`src/rtl/display_pkg.sv`:
```
// rtl/display_pkg.sv - shared selection width, source count and source index constants for the MU0 display path.
package display_pkg;

  localparam int SEL_W   = 3;
  localparam int NUM_SRC = 8;

  typedef logic [SEL_W-1:0] sel_t;

  localparam sel_t SRC_ADDR  = 3'd0;
  localparam sel_t SRC_DIN   = 3'd1;
  localparam sel_t SRC_DOUT  = 3'd2;
  localparam sel_t SRC_PC    = 3'd3;
  localparam sel_t SRC_IR    = 3'd4;
  localparam sel_t SRC_ACC   = 3'd5;
  localparam sel_t SRC_D     = 3'd6;
  localparam sel_t SRC_SPARE = 3'd7;

  function automatic logic [15:0] src_word(input logic [16*NUM_SRC-1:0] v, input sel_t s);
    return v[{s, 4'b0000} +: 16];
  endfunction

endpackage

```
`src/rtl/display_select_if.sv`:
```
// rtl/display_select_if.sv - button/switch inputs, datapath taps and display outputs; btn_prev exists under DISPLAY_SELECT_PREV_EN.
interface display_select_if;
  import display_pkg::*;

  logic                     btn_next;
  logic                     auto_en;
  logic [16*NUM_SRC-1:0]    values;
  sel_t                     sel;
  logic [15:0]              disp_value;
  logic                     sel_changed;

`ifdef DISPLAY_SELECT_PREV_EN
  logic                     btn_prev;

  modport master (output btn_next, btn_prev, auto_en, values,
                  input  sel, disp_value, sel_changed);
  modport slave  (input  btn_next, btn_prev, auto_en, values,
                  output sel, disp_value, sel_changed);
`else
  modport master (output btn_next, auto_en, values,
                  input  sel, disp_value, sel_changed);
  modport slave  (input  btn_next, auto_en, values,
                  output sel, disp_value, sel_changed);
`endif

endinterface

```
`src/rtl/display_select_button_debounce.sv`:
```
// rtl/display_select_button_debounce.sv - 2-flop synchroniser, stable-level debouncer and registered rising-edge press pulse.
module button_debounce #(
  parameter int DEBOUNCE_CYCLES = 50000,
  parameter int CNT_W           = 26
) (
  input  logic Clk,
  input  logic Reset,
  input  logic btn_raw,
  output logic press
);

  localparam logic [CNT_W-1:0] CNT_LAST = CNT_W'(DEBOUNCE_CYCLES - 1);

  logic             sync1_q, sync1_d;
  logic             sync2_q, sync2_d;
  logic             stable_q, stable_d;
  logic             prev_q, prev_d;
  logic             press_q, press_d;
  logic [CNT_W-1:0] cnt_q, cnt_d;

  always_comb begin
    sync1_d  = btn_raw;
    sync2_d  = sync1_q;
    stable_d = stable_q;
    cnt_d    = '0;
    // Any sample matching the stable level throws away the partial count.
    if (sync2_q != stable_q) begin
      if (cnt_q == CNT_LAST) begin
        stable_d = sync2_q;
      end else begin
        cnt_d = cnt_q + CNT_W'(1);
      end
    end
    prev_d  = stable_q;
    press_d = stable_q & ~prev_q;
  end

  always_ff @(posedge Clk) begin
    if (Reset) begin
      sync1_q  <= 1'b0;
      sync2_q  <= 1'b0;
      stable_q <= 1'b0;
      prev_q   <= 1'b0;
      press_q  <= 1'b0;
      cnt_q    <= '0;
    end else begin
      sync1_q  <= sync1_d;
      sync2_q  <= sync2_d;
      stable_q <= stable_d;
      prev_q   <= prev_d;
      press_q  <= press_d;
      cnt_q    <= cnt_d;
    end
  end

  assign press = press_q;

endmodule

```
`src/rtl/display_select.sv`:
```
// rtl/display_select.sv - steps the 7-segment source select on button presses or auto ticks; DISPLAY_SELECT_PREV_EN adds a step-back button.
module display_select
  import display_pkg::*;
#(
  parameter int DEBOUNCE_CYCLES = 50000,
  parameter int AUTO_CYCLES     = 25000000,
  parameter int CNT_W           = 26
) (
  input  logic            Clk,
  input  logic            Reset,
  display_select_if.slave io
);

  localparam logic [CNT_W-1:0] AUTO_LAST = CNT_W'(AUTO_CYCLES - 1);

  logic             press_next;
  logic             press_prev;
  logic             tick;
  logic             restart;
  logic [CNT_W-1:0] auto_cnt_q, auto_cnt_d;
  sel_t             sel_q, sel_d;
  logic             sel_changed_q, sel_changed_d;
  logic [15:0]      disp_value_q, disp_value_d;

  button_debounce #(
    .DEBOUNCE_CYCLES (DEBOUNCE_CYCLES),
    .CNT_W           (CNT_W)
  ) u_next (
    .Clk     (Clk),
    .Reset   (Reset),
    .btn_raw (io.btn_next),
    .press   (press_next)
  );

`ifdef DISPLAY_SELECT_PREV_EN
  button_debounce #(
    .DEBOUNCE_CYCLES (DEBOUNCE_CYCLES),
    .CNT_W           (CNT_W)
  ) u_prev (
    .Clk     (Clk),
    .Reset   (Reset),
    .btn_raw (io.btn_prev),
    .press   (press_prev)
  );
`else
  assign press_prev = 1'b0;
`endif

  always_comb begin
    tick    = io.auto_en && (auto_cnt_q == AUTO_LAST);
    restart = press_next | press_prev;

    // A manual step buys a full period before the next automatic one.
    auto_cnt_d = auto_cnt_q + CNT_W'(1);
    if (!io.auto_en || restart || tick) begin
      auto_cnt_d = '0;
    end

    sel_d         = sel_q;
    sel_changed_d = 1'b0;
    if (press_prev && !press_next) begin
      sel_d         = sel_q - sel_t'(1);
      sel_changed_d = 1'b1;
    end else if (!press_prev && (press_next || tick)) begin
      sel_d         = sel_q + sel_t'(1);
      sel_changed_d = 1'b1;
    end

    disp_value_d = src_word(io.values, sel_d);
  end

  always_ff @(posedge Clk) begin
    if (Reset) begin
      auto_cnt_q    <= '0;
      sel_q         <= SRC_ADDR;
      sel_changed_q <= 1'b0;
      disp_value_q  <= 16'h0000;
    end else begin
      auto_cnt_q    <= auto_cnt_d;
      sel_q         <= sel_d;
      sel_changed_q <= sel_changed_d;
      disp_value_q  <= disp_value_d;
    end
  end

  assign io.sel         = sel_q;
  assign io.sel_changed = sel_changed_q;
  assign io.disp_value  = disp_value_q;

endmodule

```
`src/flat_wrapper.sv`:
```
// flat-port wrapper written by rule: the top's interface ports become plain ports
module display_select_flat import display_pkg::*;
#(
  parameter int DEBOUNCE_CYCLES = 50000,
  parameter int AUTO_CYCLES     = 25000000,
  parameter int CNT_W           = 26
)
  (Clk, Reset, io_btn_next, io_auto_en, io_values, io_sel, io_disp_value, io_sel_changed);
  display_select_if io_i ();
  input  logic Clk;
  input  logic Reset;
  input wire logic [$bits(io_i.btn_next)-1:0] io_btn_next;
  input wire logic [$bits(io_i.auto_en)-1:0] io_auto_en;
  input wire logic [$bits(io_i.values)-1:0] io_values;
  output wire logic [$bits(io_i.sel)-1:0] io_sel;
  output wire logic [$bits(io_i.disp_value)-1:0] io_disp_value;
  output wire logic [$bits(io_i.sel_changed)-1:0] io_sel_changed;
  assign io_i.btn_next = io_btn_next;
  assign io_i.auto_en = io_auto_en;
  assign io_i.values = io_values;
  assign io_sel = io_i.sel;
  assign io_disp_value = io_i.disp_value;
  assign io_sel_changed = io_i.sel_changed;
  display_select #(.DEBOUNCE_CYCLES(DEBOUNCE_CYCLES), .AUTO_CYCLES(AUTO_CYCLES), .CNT_W(CNT_W)) u_core (.Clk(Clk), .Reset(Reset), .io(io_i));
endmodule
```
`config.mk`:
```
export PLATFORM = sky130hd
export DESIGN_NAME = display_select_flat
export DESIGN_NICKNAME = d
export VERILOG_FILES = /design/src/rtl/display_pkg.sv /design/src/rtl/display_select_if.sv /design/src/rtl/display_select_button_debounce.sv /design/src/rtl/display_select.sv /design/src/flat_wrapper.sv
export SDC_FILE = /design/constraint.sdc
export NUM_CORES = 1
export LEC_CHECK = 0
export CAP_MARGIN = 20
export CORE_MARGIN = 5
export CORE_UTILIZATION = 52
export DETAILED_ROUTE_END_ITERATION = 10
export PLACE_DENSITY = 0.91
export SETUP_SLACK_MARGIN = 0.02
export SLEW_MARGIN = 20
export SYNTH_ARGS = -nofsm -noshare
export SYNTH_HDL_FRONTEND = slang
export SYNTH_SLANG_ARGS = --single-unit
```
`constraint.sdc`:
```
create_clock -name Clk -period 3.7 [get_ports Clk]
set_input_delay 0.74 -clock Clk [delete_from_list [all_inputs] [get_ports Clk]]
set_output_delay 0.74 -clock Clk [all_outputs]
set_load 0.05 [all_outputs]
```
==> metrics.cfg, run 1 <==
[critical_path]
path_class = in -> reg
regToRegEndpoint = u_core.io.disp_value[0]
r2r_cells = 8
endpoint_kind = register
cp-endpoint = u_core.io.disp_value[0]
reg2reg_from = u_core.auto_cnt_q[0]
start_kind = input port
cp.arrival_ns = 3.15
crit_fanout = 31
required_ns = 3.98
cp-startpoint = io_auto_en
r2r_setup_slack_ns = 1.12

[floorplan]
dieWidth_um = 111
die_h_um = 111
io_pins = 152
dieArea_um2 = 12300
rows = 36
initial_utilization_pct = 53.6
core_area_um2 = 9860

[final_layout]
layout.nets = 989
diodes = 0
drive_above_1_share_pct = 4.89
area_growth_syn_to_layout_pct = 33.5
fill_cells = 765

[global_routing]
grt_usage_pct = 28.3
grt.overflow.total = 0
grt_pass1_wl_um = 28800
grt_pass1_vias = 5783
grt_max_degree = 84
antenna_found_initial = 0

[power]
ir_drop_uv = 142
p_total_mw = 1.79
power.density_nw_per_um2 = 253
p_leak_nw = 2.49

[route]
drt_iter0_markers = 716
totalWireLength_um = 18000
drc = 0
route.vias.total = 5804
ant_nets = 0
avgViaCountPerCell = 5.85
wl_per_cell_um = 18.1
first_pass_iters = 5

[clock_tree]
path_clk_slew_ns = 0.09
cts_tree = done
ctsHoldBuffers = 0
clock-sinks = 77
post_cts_buffers = 0
htreeDepth = 3
clk_latency_ns = 0.36
clock_tree.root_cell = clkbuf_8
cts_made_buffers = 9
post_cts_resized = 0
clockBufferDepth = 2

[timing]
period_minus_slack_ns = 2.87
slew_violations = 0
tightest_slew_ns = 0.826
max_freq_mhz = 349
fin_setup_tns_ns = 0
max_slew_margin_pct = 45.0
rsz0062_at_grt = no
hold_violations = 0
min_period_over_period_pct = 77.5
fin_skew_ns = 0.00960
setup_viol = 0

[yosys]
ys_top_cells_by_area = dfxtp_1 29%, nand2b_1 11%, a21oi_1 9.5%, nand2_1 8.8%, o211ai_1 6.8%
muxShareOfSynthArea_pct = 4.38
synth.most_common_cell = nand2_1
netlist_instances = 732
synth-seq-cells = 77
synth_edf_count = 0
synth-simple-area-share_pct = 33.0
synth_ff_type = dfxtp_1
synth_top_family_by_area = simple AND/OR/NAND/NOR gates
syn-num-nets = 867
synth.top_cells.by_count = 124 x nand2_1, 100 x a21oi_1, 96 x nand2b_1
ys_warn_count = 0
synthesis.area_um2 = 5290
synth_top_area_share_pct = 29.1
synth_xor_area_share_pct = 7.95
async_reset_ff_share_pct = 0
synth_adder_area_share_pct = 0.710
seq_area_frac_synth_pct = 29.1
yosys.cell_types.count = 38
synth-compound-area-share_pct = 19.9
avgSynthCellArea_um2 = 7.23
synth.largest_area_cell = dfxtp_1

[status]
status = finished clean

[placement]
portBuffers = 151
dp_hpwl_um = 13600
gp_congestion = 0.990

[job]
drv_cap = 0

[hold_path]
hp-class = reg -> reg
hold_path_startpoint = u_core.u_next.prev_q

[area by class of cell]
cell class	instances	area, um^2	share of cell area [%]
multi-input combinational	595	3500	49.6
timing repair buffer	164	1630	23.1
tap	133	166	2.36
clock buffer	9	124	1.75
clock inverter	7	66.3	0.939
inverter	7	26.3	0.372
sequential	77	1540	21.8
[worst max-delay path, stage by stage]
cell and delay [ns]:
clkdlybuf4s50_1 0.52, nand2_1 0.08, nor4_2 0.36, a41o_2 0.33
buf_4 0.35, mux2i_2 0.26, buf_4 0.25, o211ai_1 0.13
o2111ai_1 0.12
[power breakdown]
group / switching [mW] / total (mW) / internal, mW / leakage, nW
sequential: 0.00685 / 0.847 / 0.840 / 0.626
clock: 0.367 / 0.626 / 0.259 / 0.0900
combinational: 0.140 / 0.314 / 0.174 / 1.78
[registers in the layout, summed over array words and instances (netlist names), 3 cells and up]
register	count
u_core.auto_cnt_q	26
u_core.io.disp_value	16
u_core.io.sel	3
u_core.u_next.cnt_q	26
[kinds of logic (layout without fill, tap and decap cells)]
family	after synthesis	in the layout
and+or+nand+nor	352	352
AOI/OAI and AO/OA	171	171
muxes	21	21
xor gates and xnor gates	48	48
adders and majority gates	3	3
buffers and inverters	60	187
DFF	77	77
[per-stage QoR]
stage	std cells	worst slack (ns)	hold WS (ns)	area (um^2)	util (%)
2_1_floorplan	732	1.31	0.367	5290	-
3_3_place_gp	976	0.593	0.377	6870	69.7
3_5_place_dp	976	0.488	0.397	6870	69.7
4_1_cts	992	0.851	0.403	7060	71.6
5_1_grt	992	0.676	0.432	7060	71.6
6_report	992	0.832	0.399	7060	71.6
[placed cells by master, fill, tap and decap left out, drive strengths merged, types with 13 or more instances in the layout]
cell	count
a21oi	100
buf	13
clkdlybuf4s50	151
dfxtp	77
mux2i	20
nand2	124
nand2b	96
nand3	17
nor2	65
o2111ai	16
o211ai	48
xnor2	18
xor2	30
[metal layers]
metal  up-vias  share of wire [%]  global-route usage [%]
li1       2756                  -                       -
met1      2753                 38                    32.6
met2       251                 50                    51.7
met3        44                8.3                    5.40
met4         0                3.3                    10.6
met5         -                  0                       0
[how the worst min path moves through the flow]
stage | endpoint | slack (ns) | cells after the start
after floorplan | u_core.u_next.press | 0.37 | 1
after global placement | u_core.u_next.press | 0.38 | 1
after detailed placement | u_core.u_next.press | 0.40 | 1
after CTS | u_core.u_next.press | 0.40 | 1
after global routing | u_core.u_next.press | 0.43 | 1
final | u_core.u_next.press | 0.40 | 1
Note: power is estimated with default switching activity, not from simulation.
==> inputs of run 2 (changes only) <==
--- a/config.mk
+++ b/config.mk
@@ -7,9 +7,9 @@
 export LEC_CHECK = 0
 export CAP_MARGIN = 20
 export CORE_MARGIN = 5
-export CORE_UTILIZATION = 52
+export CORE_UTILIZATION = 44
 export DETAILED_ROUTE_END_ITERATION = 10
-export PLACE_DENSITY = 0.91
+export PLACE_DENSITY = 0.83
 export SETUP_SLACK_MARGIN = 0.02
 export SLEW_MARGIN = 20
 export SYNTH_ARGS = -nofsm -noshare
==> constraint.sdc (replaced) <==
create_clock -name Clk -period 2.6 [get_ports Clk]
set_input_delay 0.52 -clock Clk [delete_from_list [all_inputs] [get_ports Clk]]
set_output_delay 0.52 -clock Clk [all_outputs]
set_load 0.05 [all_outputs]
==> run 2 against run 1 <==
Cell area increased by 3.6%. Sequential cell count stayed put. Clock power increased by 110%. Core utilization shrank 10 points. First-iteration DRC count down 30%. Clock skew about the same. Combinational power grew 43%. Via count fell by 3.2%. Largest power group is now clock.
==> metrics.cfg, run 2 (synthesized netlist as in run 1, its figures left out) <==
[floorplan]
rows = 40
core_area_um2 = 11900
die_h_um = 120
io_pins = 152
dieWidth_um = 120
initial_utilization_pct = 44.4
dieArea_um2 = 14300

[route]
drc = 0
totalWireLength_um = 17100
ant_nets = 0
avgViaCountPerCell = 5.54
wl_per_cell_um = 16.9
route.vias.total = 5616
first_pass_iters = 5
drt_iter0_markers = 500

[global_routing]
grt_max_degree = 99
antenna_found_initial = 0
grt.overflow.total = 0
grt_pass1_vias = 5519
grt_usage_pct = 24.0
grt_pass1_wl_um = 27700

[job]
drv_cap = 0

[clock_tree]
ctsHoldBuffers = 0
cts_made_buffers = 9
path_clk_slew_ns = 0.06
post_cts_resized = 0
clock-sinks = 77
clock_tree.root_cell = clkbuf_16
clockBufferDepth = 2
clk_latency_ns = 0.34
post_cts_buffers = 0
cts_tree = done
htreeDepth = 3

[critical_path]
path_class = in -> reg
path_cells = clkdlybuf4s50_1, nand2_1, nor4_2, a41o_2, mux2i_4, buf_12, mux2i_1, o2111ai_1
endpoint_kind = register
start_kind = input port
crit_fanout = 14
crit_family = buffers and inverters
required_ns = 2.81
slowest_stage = clkdlybuf4s50_1
cp.buffers_inverters = 2
cp.arrival_ns = 2.53
slowest_delay_ns = 0.50

[timing]
slew_violations = 0
max_slew_margin_pct = 46.1
min_period_over_period_pct = 89.4
max_freq_mhz = 430
period_minus_slack_ns = 2.32
setup_viol = 0
rsz0062_at_grt = no
hold_violations = 0
fin_skew_ns = 0.00938
worst_slack_ns = 0.277
tightest_slew_ns = 0.808

[power]
power.density_nw_per_um2 = 405
p_total_mw = 2.96
p_leak_nw = 2.61
ir_drop_uv = 312

[final_layout]
diodes = 0
area_growth_syn_to_layout_pct = 38.3
fill_cells = 998
drive_above_1_share_pct = 5.88
final_cell_mix = 150 x clkdlybuf4s50_1, 124 x nand2_1, 100 x a21oi_1
final_common_cell = clkdlybuf4s50_1
layout.nets = 997

[placement]
place_worst_setup_slack_ns = -0.0336
portBuffers = 151
dp_hpwl_um = 12800
gp_congestion = 0.899

[status]
status = finished clean

[hold_path]
hp-class = reg -> reg

==> run 2: layer usage <==
metal / up-vias / track usage (%) / routed length [um]
li1: 2775 / - / -
met1: 2557 / 28.6 / 6790
met2: 238 / 39.4 / 7950
met3: 46 / 6.41 / 1520
met4: 0 / 12.7 / 844
met5: - / 0 / 0
==> run 2: layout make-up <==
type	count	area, um^2	share of cell area (%)
clock buffers	9	225	3.08
repair buffers	172	1750	24.0
inverters	7	26.3	0.359
multi-input cells	595	3500	47.9
flip-flops and latches	77	1540	21.1
well taps	147	184	2.51
clock inverters	7	81.3	1.11
==> run 2: worst paths after layout <==
check | from | to | slack (ns) | depth (start not counted)
max reg2reg | u_core.auto_cnt_q[16] | u_core.io.disp_value[0] | 0.32 | 7
min reg2reg | u_core.u_next.prev_q | u_core.u_next.press | 0.38 | 1
max | io_auto_en | u_core.io.disp_value[0] | 0.28 | 8
min | u_core.u_next.prev_q | u_core.u_next.press | 0.38 | 1
==> run 2: stage by stage <==
stage	setup TNS (ns)	cell area, um^2	hold WS, ns	utilization, %	cells
after floorplan	0	5290	0.367	-	732
after global placement	0	7010	0.376	58.8	998
after detailed placement	-0.219	7010	0.381	58.8	998
after CTS	0	7320	0.388	61.4	1014
after global routing	0	7320	0.399	61.4	1014
final	0	7320	0.384	61.4	1014
==> run 2: power by group <==
| group | switching, mW | leakage (nW) | total (mW) | internal (mW) |
|---|---|---|---|---|
| clock | 0.552 | 0.147 | 1.31 | 0.757 |
| sequential | 0.00984 | 0.626 | 1.21 | 1.20 |
| combinational | 0.197 | 1.84 | 0.449 | 0.252 |
==> inputs of run 3 (changes only) <==
--- a/config.mk
+++ b/config.mk
@@ -9,8 +9,7 @@
 export CORE_MARGIN = 5
 export CORE_UTILIZATION = 44
 export DETAILED_ROUTE_END_ITERATION = 10
-export PLACE_DENSITY = 0.83
-export SETUP_SLACK_MARGIN = 0.02
+export PLACE_DENSITY = 0.76
 export SLEW_MARGIN = 20
 export SYNTH_ARGS = -nofsm -noshare
 export SYNTH_HDL_FRONTEND = slang
==> run 3 against run 2 <==
Clock power about the same. Register-to-register slack lost 0.11 ns. Non-clock buffer count grew 7. Sequential share of layout area decreased by 0.13 points. Hold slack gained 0.017 ns. Global-route usage barely moved. Core utilization up 0.37 points. Count of clock-buffer cells in the layout did not move. Combinational power is essentially flat. Largest cell class unchanged.
==> metrics.cfg, run 3 (synthesized netlist as in run 1, its figures left out) <==
[status]
status = finished clean

[timing]
tightest_slew_ns = 0.818
max_freq_mhz = 418
hold_violations = 0
rsz0062_at_grt = no
min_period_over_period_pct = 92.0
fin_skew_ns = 0.00807
slew_violations = 0
max_slew_margin_pct = 45.5
period_minus_slack_ns = 2.39
setup_viol = 0

[floorplan]
io_pins = 152
dieWidth_um = 120
dieArea_um2 = 14300
die_h_um = 120
rows = 40
initial_utilization_pct = 44.4
core_area_um2 = 11900

[hold_path]
hold_end = u_core.u_next.press
hold_path_startpoint = u_core.u_next.prev_q
hp-class = reg -> reg
holdPathStages = 1

[power]
power.density_nw_per_um2 = 401
p_leak_nw = 2.64
p_total_mw = 2.95
ir_drop_uv = 360

[final_layout]
design_area_um2 = 7360
final_cell_mix = 151 x clkdlybuf4s50_1, 124 x nand2_1, 100 x a21oi_1
area_growth_syn_to_layout_pct = 39.1
layout.nets = 1004
drive_above_1_share_pct = 6.52
layout.cells.non_filler = 1021
diodes = 0
fin_util_pct = 61.8
final_common_cell = clkdlybuf4s50_1

[route]
route.vias.total = 5729
ant_nets = 0
first_pass_iters = 5
wl_per_cell_um = 17.1
totalWireLength_um = 17400
drc = 0
drt_iter0_markers = 489
avgViaCountPerCell = 5.61

[critical_path]
cp.arrival_ns = 2.59
start_kind = input port
endpoint_kind = register
path_class = in -> reg
reg2reg_from = u_core.auto_cnt_q[0]
r2r_setup_slack_ns = 0.21
crit_fanout = 15
regToRegEndpoint = u_core.io.disp_value[14]
r2r_cells = 9
required_ns = 2.80

[clock_tree]
post_cts_resized = 0
ctsHoldBuffers = 0
htreeDepth = 3
clock-sinks = 77
cts_tree = done
post_cts_buffers = 0
clock_tree.root_cell = clkbuf_16
cts_made_buffers = 9
clockBufferDepth = 2
clk_latency_ns = 0.34
path_clk_slew_ns = 0.07

[placement]
gp_congestion = 0.902
dpl_cell_area_um2 = 7050
portBuffers = 151
dp_hpwl_um = 13200
dp.cells = 1005

[global_routing]
grt_max_degree = 98
grt_pass1_vias = 5679
grt.overflow.total = 0
grt_pass1_wl_um = 27900
grt_usage_pct = 23.9
antenna_found_initial = 0

[job]
drv_cap = 0

==> run 3: final cells by class <==
type / count / area (um^2)
inverter: 7 / 26.3
timing repair buffer: 179 / 1800
clock inverter: 7 / 82.6
multi-input combinational: 595 / 3500
tap: 147 / 184
fill: 1027 / 4550
sequential: 77 / 1540
clock buffer: 9 / 225
==> run 3: report_power, final <==
part / switching, mW / leakage (nW) / internal, mW
logic: 0.195 / 1.87 / 0.251
registers: 0.00947 / 0.626 / 1.20
clock network: 0.542 / 0.145 / 0.759
==> run 3: metal layers <==
metal / part of all wire, % / track usage, % / up-vias
li1: - / - / 2797
met3: 7.0 / 5.09 / 37
met5: 0 / 0 / -
met4: 2.4 / 8.73 / 0
met1: 41 / 29.0 / 2651
met2: 50 / 41.7 / 244
==> run 3: worst max-delay path by stage <==
stage                               startpoint  cells after the start  slack (ns)                  endpoint
final                               io_auto_en                      9        0.21  u_core.io.disp_value[14]
after global routing      u_core.auto_cnt_q[0]                      9        0.11  u_core.io.disp_value[14]
after CTS                 u_core.auto_cnt_q[0]                      9        0.25  u_core.io.disp_value[12]
after detailed placement            io_auto_en                      9       -0.09  u_core.io.disp_value[14]
after global placement              io_auto_en                      9       -0.07  u_core.io.disp_value[14]
after floorplan           u_core.auto_cnt_q[8]                      8        0.38  u_core.io.disp_value[10]
==> run 3: critical path, cell delays in order <==
cell and delay, ns:
clkdlybuf4s50_1 0.51, nand2_1 0.08, nor4_2 0.25, a41o_2 0.31, buf_4 0.25, buf_4 0.16, a21oi_1 0.04, o211ai_1 0.32
o2111ai_1 0.16
==> run 3: through the flow <==
stage	TNS, ns	hold WS (ns)	setup WS, ns
6_report	0	0.401	0.209
5_1_grt	0	0.420	0.113
4_1_cts	0	0.411	0.251
3_5_place_dp	-0.638	0.402	-0.0880
3_3_place_gp	-0.193	0.382	-0.0698
2_1_floorplan	0	0.367	0.379
